`config.mk`:
```
export PLATFORM = sky130hd
export DESIGN_NAME = keccak_theta_rowserial
export DESIGN_NICKNAME = d
export VERILOG_FILES = /design/src/rtl/keccak_theta_rowserial.sv
export SDC_FILE = /design/constraint.sdc
export NUM_CORES = 1
export LEC_CHECK = 0
export BUFFER_PORTS_ARGS = -buffer_cell sky130_fd_sc_hd__buf_2
export CAP_MARGIN = 40
export CORE_UTILIZATION = 35
export DETAILED_ROUTE_END_ITERATION = 12
export RECOVER_POWER = 50
export SYNTH_ARGS = -nofsm -noshare
export SYNTH_HDL_FRONTEND = slang
export SYNTH_SLANG_ARGS = --single-unit
```
`constraint.sdc`:
```
create_clock -name clk -period 8.3 [get_ports clk]
set_clock_uncertainty 0.15 [all_clocks]
set_input_delay 1.245 -clock clk [delete_from_list [all_inputs] [get_ports clk]]
set_output_delay 1.245 -clock clk [all_outputs]
set_load 0.005 [all_outputs]
```
`src/rtl/keccak_theta_rowserial.sv`:
```
// Row-serial Keccak theta: buffers a 25-lane state row by row, then emits theta-applied rows.
// Optional macro KECCAK_THETA_PINGPONG_EN adds a second bank so loading overlaps emission.
module keccak_theta_rowserial #(
   parameter int W   = 8,
   parameter int ROT = 1
) (
   input  logic           clk,
   input  logic           rst,
   input  logic           in_valid,
   output logic           in_ready,
   input  logic [5*W-1:0] in_row,
   output logic           out_valid,
   input  logic           out_ready,
   output logic [5*W-1:0] out_row,
   output logic [2:0]     out_y,
   output logic           out_last,
   output logic           busy
);
   typedef enum logic {LOAD = 1'b0, EMIT = 1'b1} state_t;

   function automatic logic [W-1:0] rotl(input logic [W-1:0] v);
      logic [2*W-1:0] dbl;
      dbl = {v, v} << ROT;
      return dbl[2*W-1 -: W];
   endfunction

   function automatic logic [5*W-1:0] theta_d(input logic [5*W-1:0] c);
      logic [5*W-1:0] d;
      d = '0;
      for (int x = 0; x < 5; x++) begin
         d[x*W +: W] = c[((x + 4) % 5)*W +: W] ^ rotl(c[((x + 1) % 5)*W +: W]);
      end
      return d;
   endfunction

   // The single-bank build pins both bank pointers to bank 0.
   function automatic logic nxt_bank(input logic b);
`ifdef KECCAK_THETA_PINGPONG_EN
      return ~b;
`else
      return b & 1'b0;
`endif
   endfunction

   state_t         state_r, state_nxt;
   logic [5*W-1:0] rows_r [0:1][0:4];
   logic [5*W-1:0] c_r [0:1];
   logic [5*W-1:0] d_r [0:1];
   logic [1:0]     full_r, full_nxt;
   logic           lb_r, lb_nxt, eb_r, eb_nxt;
   logic [2:0]     ycnt_r, ycnt_nxt, ecnt_r, ecnt_nxt;
   logic           in_ready_r, in_ready_nxt;
   logic           out_valid_r, out_valid_nxt;
   logic           out_last_r, out_last_nxt;
   logic           busy_r, busy_nxt;
   logic [5*W-1:0] out_row_r, row_nxt;
   logic           ld_fire_s, ld_done_s, out_fire_s, nb_s;
   logic [5*W-1:0] c_new_s, d_new_s;

   // Handshake decode and the D vector of a state completing on this edge.
   always_comb begin
      ld_fire_s  = in_valid && in_ready_r;
      ld_done_s  = ld_fire_s && (ycnt_r == 3'd4);
      out_fire_s = out_valid_r && out_ready;
      nb_s       = nxt_bank(eb_r);
      if (ycnt_r == 3'd0) begin
         c_new_s = in_row;
      end else begin
         c_new_s = c_r[lb_r] ^ in_row;
      end
      d_new_s = theta_d(c_new_s);
   end

   // Next-state and next-output logic for the load and emit sides.
   always_comb begin
      state_nxt = state_r;
      ycnt_nxt  = ycnt_r;
      ecnt_nxt  = ecnt_r;
      lb_nxt    = lb_r;
      eb_nxt    = eb_r;
      full_nxt  = full_r;
      row_nxt   = out_row_r;
      if (ld_done_s) begin
         ycnt_nxt       = 3'd0;
         full_nxt[lb_r] = 1'b1;
         lb_nxt         = nxt_bank(lb_r);
      end else if (ld_fire_s) begin
         ycnt_nxt = ycnt_r + 3'd1;
      end else begin
         ycnt_nxt = ycnt_r;
      end
      case (state_r)
         LOAD: begin
            if (ld_done_s) begin
               state_nxt = EMIT;
               eb_nxt    = lb_r;
               ecnt_nxt  = 3'd0;
               row_nxt   = rows_r[lb_r][0] ^ d_new_s;
            end else begin
               state_nxt = LOAD;
            end
         end
         EMIT: begin
            if (out_fire_s && (ecnt_r == 3'd4)) begin
               full_nxt[eb_r] = 1'b0;
               ecnt_nxt       = 3'd0;
               eb_nxt         = nb_s;
               // Hand over to the other bank without a bubble when it is ready.
               if (full_r[nb_s] && (nb_s != eb_r)) begin
                  row_nxt = rows_r[nb_s][0] ^ d_r[nb_s];
               end else if (ld_done_s && (lb_r == nb_s)) begin
                  row_nxt = rows_r[nb_s][0] ^ d_new_s;
               end else begin
                  state_nxt = LOAD;
               end
            end else if (out_fire_s) begin
               ecnt_nxt = ecnt_r + 3'd1;
               row_nxt  = rows_r[eb_r][ecnt_r + 3'd1] ^ d_r[eb_r];
            end else begin
               ecnt_nxt = ecnt_r;
            end
         end
         default: begin
            state_nxt = LOAD;
         end
      endcase
      in_ready_nxt  = ~full_nxt[lb_nxt];
      out_valid_nxt = (state_nxt == EMIT);
      out_last_nxt  = (state_nxt == EMIT) && (ecnt_nxt == 3'd4);
      busy_nxt      = (ycnt_nxt != 3'd0) || (|full_nxt);
   end

   // Control and output registers.
   always_ff @(posedge clk) begin
      if (rst) begin
         state_r     <= LOAD;
         ycnt_r      <= 3'd0;
         ecnt_r      <= 3'd0;
         lb_r        <= 1'b0;
         eb_r        <= 1'b0;
         full_r      <= 2'b00;
         in_ready_r  <= 1'b1;
         out_valid_r <= 1'b0;
         out_last_r  <= 1'b0;
         busy_r      <= 1'b0;
         out_row_r   <= '0;
      end else begin
         state_r     <= state_nxt;
         ycnt_r      <= ycnt_nxt;
         ecnt_r      <= ecnt_nxt;
         lb_r        <= lb_nxt;
         eb_r        <= eb_nxt;
         full_r      <= full_nxt;
         in_ready_r  <= in_ready_nxt;
         out_valid_r <= out_valid_nxt;
         out_last_r  <= out_last_nxt;
         busy_r      <= busy_nxt;
         out_row_r   <= row_nxt;
      end
   end

   // Row buffers, column parities and per-bank D vectors.
   always_ff @(posedge clk) begin
      if (rst) begin
         for (int b = 0; b < 2; b++) begin
            for (int y = 0; y < 5; y++) begin
               rows_r[b][y] <= '0;
            end
            c_r[b] <= '0;
            d_r[b] <= '0;
         end
      end else begin
         if (ld_fire_s) begin
            rows_r[lb_r][ycnt_r] <= in_row;
            c_r[lb_r]            <= c_new_s;
         end
         if (ld_done_s) begin
            d_r[lb_r] <= d_new_s;
         end
      end
   end

   assign in_ready  = in_ready_r;
   assign out_valid = out_valid_r;
   assign out_row   = out_row_r;
   assign out_y     = ecnt_r;
   assign out_last  = out_last_r;
   assign busy      = busy_r;
endmodule

```
==> flow_summary.yaml <==
status:
  status: "finished, violations left"
  violations: "capacitance limit, slew limit"
placed_design:
  post-place-ws_ns: 3.14
  gp_congestion: 0.905
  hpwlAfterDp_um: 69700
  io_buffers: 90
timing:
  tns_ns: 0
  finalHoldViolations: 0
  slew_headroom_pct: -135
  setup_ws_ns: 1.96
  setup_viol: 0
  rsz0062_at_grt: "false"
  tightest_slew_ns: 3.53
  finalMaxSlewViolations: 343
  timing.fmax_mhz: 158
  period_needed_ns: 6.34
  fin_crit_sh_pct: 76.4
worst_setup_path:
  cp_top_family: "buffers and inverters"
  cp_max_fo: 45
  cp.required_ns: 8.63
  startpoint_type: "flip-flop"
  path_cells: "inv_1, ha_1, nand4_1, clkbuf_1, nand2_2, buf_4, o32ai_1, o31ai_1"
  cpMaxStageDelayCell: "clkbuf_1"
  crit_path_end_kind: "flip-flop"
  arrival_ns: 6.68
  critPathBufInv: 3
  max_stage_delay_ns: 2.49
  path_class: "reg -> reg"
power:
  p_switching_mw: 1.86
  power_mw: 7.30
  switching_share_pct: 25.5
  p_comb_share_pct: 9.8
  power_frac_seq_pct: 49.4
  p_int_mw: 5.43
  power.share.clock_pct: 40.8
  p_leak_nw: 11.2
  power.density_nw_per_um2: 211
  vdd_drop_max_uv: 142
cells_and_area:
  final_nets: 2648
  drive_gt1_share_pct: 11.7
  postLayoutCoreUtil_pct: 39.7
  syn2layout_area_growth_pct: 12.2
cts:
  clk_pin_slew_worst_paths_ns: 0.06
  cts.path.max_buffers: 3
  cts-root-buf: "clkbuf_16"
  cts_resized: 0
  h-tree-depth: 3
  cts_setup_buffers: 0
  ctsHoldBuffers: 0
  cts_tree: "built"
  cts_made_buffers: 69
  clkSinkCount: 615
  clock_latency_ns: 0.63
die:
  ios: 91
  die-area_um2: 89300
  die_w_um: 299
  coreArea_um2: 87000
  initial_utilization_pct: 35.4
  die_y_um: 299
  placementRows: 108
grt:
  globalRouteOverflowTotal: 0
  grt_pass1_wl_um: 149000
  grt_max_degree: 94
  grt_pass1_vias: 21900
  grtUsageTotal_pct: 22.8
  antenna_found_initial: 5
synthesis:
  synthTopCellsByArea: "edfxtp_1 55%, mux2i_1 9.2%, nor2_1 4.1%"
  ys_warn_count: 0
  synth_largest_area_cell: "edfxtp_1"
  synth_top_area_share_pct: 54.6
  syn-cell-area_um2: 30800
  synthAdderAreaFrac_pct: 0.162
  synth-xor-area-share_pct: 2.13
  synthesis.instances: 2568
  synth_edf_count: 560
  synth_top_family_by_area: "simple AND/OR/NAND/NOR gates"
  synth_mux_area_share_pct: 11.8
  synth_cell_types: 61
  avgSynthCellArea_um2: 12.0
  synth_fp_nets: 2616
  ys_ff_latch: 615
  synth_compound_area_share_pct: 10.5
  synth_common_cells: "560 x edfxtp_1, 340 x nor2_1, 283 x mux2i_1"
  yosysMostFrequentCell: "edfxtp_1"
  synth_simple_gate_area_share_pct: 14.0
  asyncSetResetFlopFracSynth_pct: 0
  ys_seq_area_share_pct: 58.1
  synth_ff_type: "edfxtp_1"
drt:
  detail_route.drc_violations: 0
  viasPerCell: 5.87
  first_iter_violations: 2822
  vias: 22400
  routed_wl_um: 104000
  avgRoutedWirePerCell_um: 27.3
  postRouteAntennaNets: 0
  dr.pass1.iters: 7
run:
  drv_cap: 12
min_path:
  hold_class: "reg -> reg"
[tightest hold or removal path, delay by kind of cell (launching register included)]
kind	cells	cell delay, ns
AND/OR/NAND/NOR	1	0.05
AO/OA/AOI/OAI	1	0.05
flip-flops	1	0.33
[metrics by stage]
stage / instances / instance area [um2] / hold slack [ns]
finish: 3813 / 34600 / 0.310
global route: 3812 / 34600 / 0.338
CTS: 3810 / 34800 / 0.306
detailed placement: 3684 / 32700 / 0.293
global placement: 3671 / 32400 / 0.292
floorplan: 2568 / 30800 / 0.299
[per-layer routing]
metal,GRT usage [%],wire length [um]
met1,29.2,40900
met2,36.7,48400
met3,4.62,9420
met4,11.4,5290
met5,0,13
[worst paths after layout]
path / from / end / slack (ns) / cells after the start
worst max-delay path: out_y[0] / out_row[23] / 1.96 / 8
worst min-delay path: out_row[32] / out_row[32] / 0.31 / 2
worst max register to register: out_y[0] / out_row[23] / 1.96 / 8
worst min register to register: out_row[32] / out_row[32] / 0.31 / 2
[cell families after synthesis]
kind of cell	Yosys count
DFF	615
buffers and inverters	235
AOI/OAI and AO/OA	411
adders and majority gates	4
muxes	339
xor gates and xnor gates	75
and+or+nand+nor	889
[cell usage in the layout, fill, tap and decap left out, types with 34 or more instances in the layout]
| cell type | n |
|---|---|
| mux2i_1 | 283 |
| dfxtp_1 | 52 |
| buf_2 | 55 |
| mux2_2 | 39 |
| nor2_1 | 340 |
| edfxtp_1 | 560 |
| a21oi_1 | 40 |
| xnor2_1 | 49 |
| o2111ai_1 | 44 |
| and2_0 | 65 |
| o32ai_1 | 40 |
| buf_4 | 38 |
| clkbuf_1 | 70 |
| nor2b_1 | 34 |
| nand2_1 | 151 |
| clkbuf_16 | 70 |
| o31ai_1 | 39 |
| and2_1 | 115 |
| inv_1 | 47 |
| nor3_1 | 62 |
[power groups by stage]
stage	Sequential (mW)	Combinational, mW	Clock (mW)
final	3.61	0.716	2.97
after global placement	3.66	0.684	0
after detailed placement	3.67	0.713	0
after CTS	3.60	0.717	3.00
after floorplan	3.65	0.455	0
after global routing	3.62	0.760	3.12
[area by class of cell]
type	count	area [um2]
Sequential cell	615	17900
Multi-Input combinational cell	1718	12000
Tap cell	1155	1450
Clock buffer	94	1880
Antenna cell	3	7.51
Clock inverter	32	279
Timing Repair Buffer	149	897
Fill cell	8261	52400
Inverter	47	176
[flip-flops by register name, summed over array words and instances (netlist names), named ones only]
signal,flops
c_r,80
busy,1
ycnt_r,3
eb_r,1
in_ready,1
d_r,80
lb_r,1
out_row,40
out_valid,1
full_r,2
out_last,1
rows_r,400
out_y,3
Power figures use the tool's default switching activity.
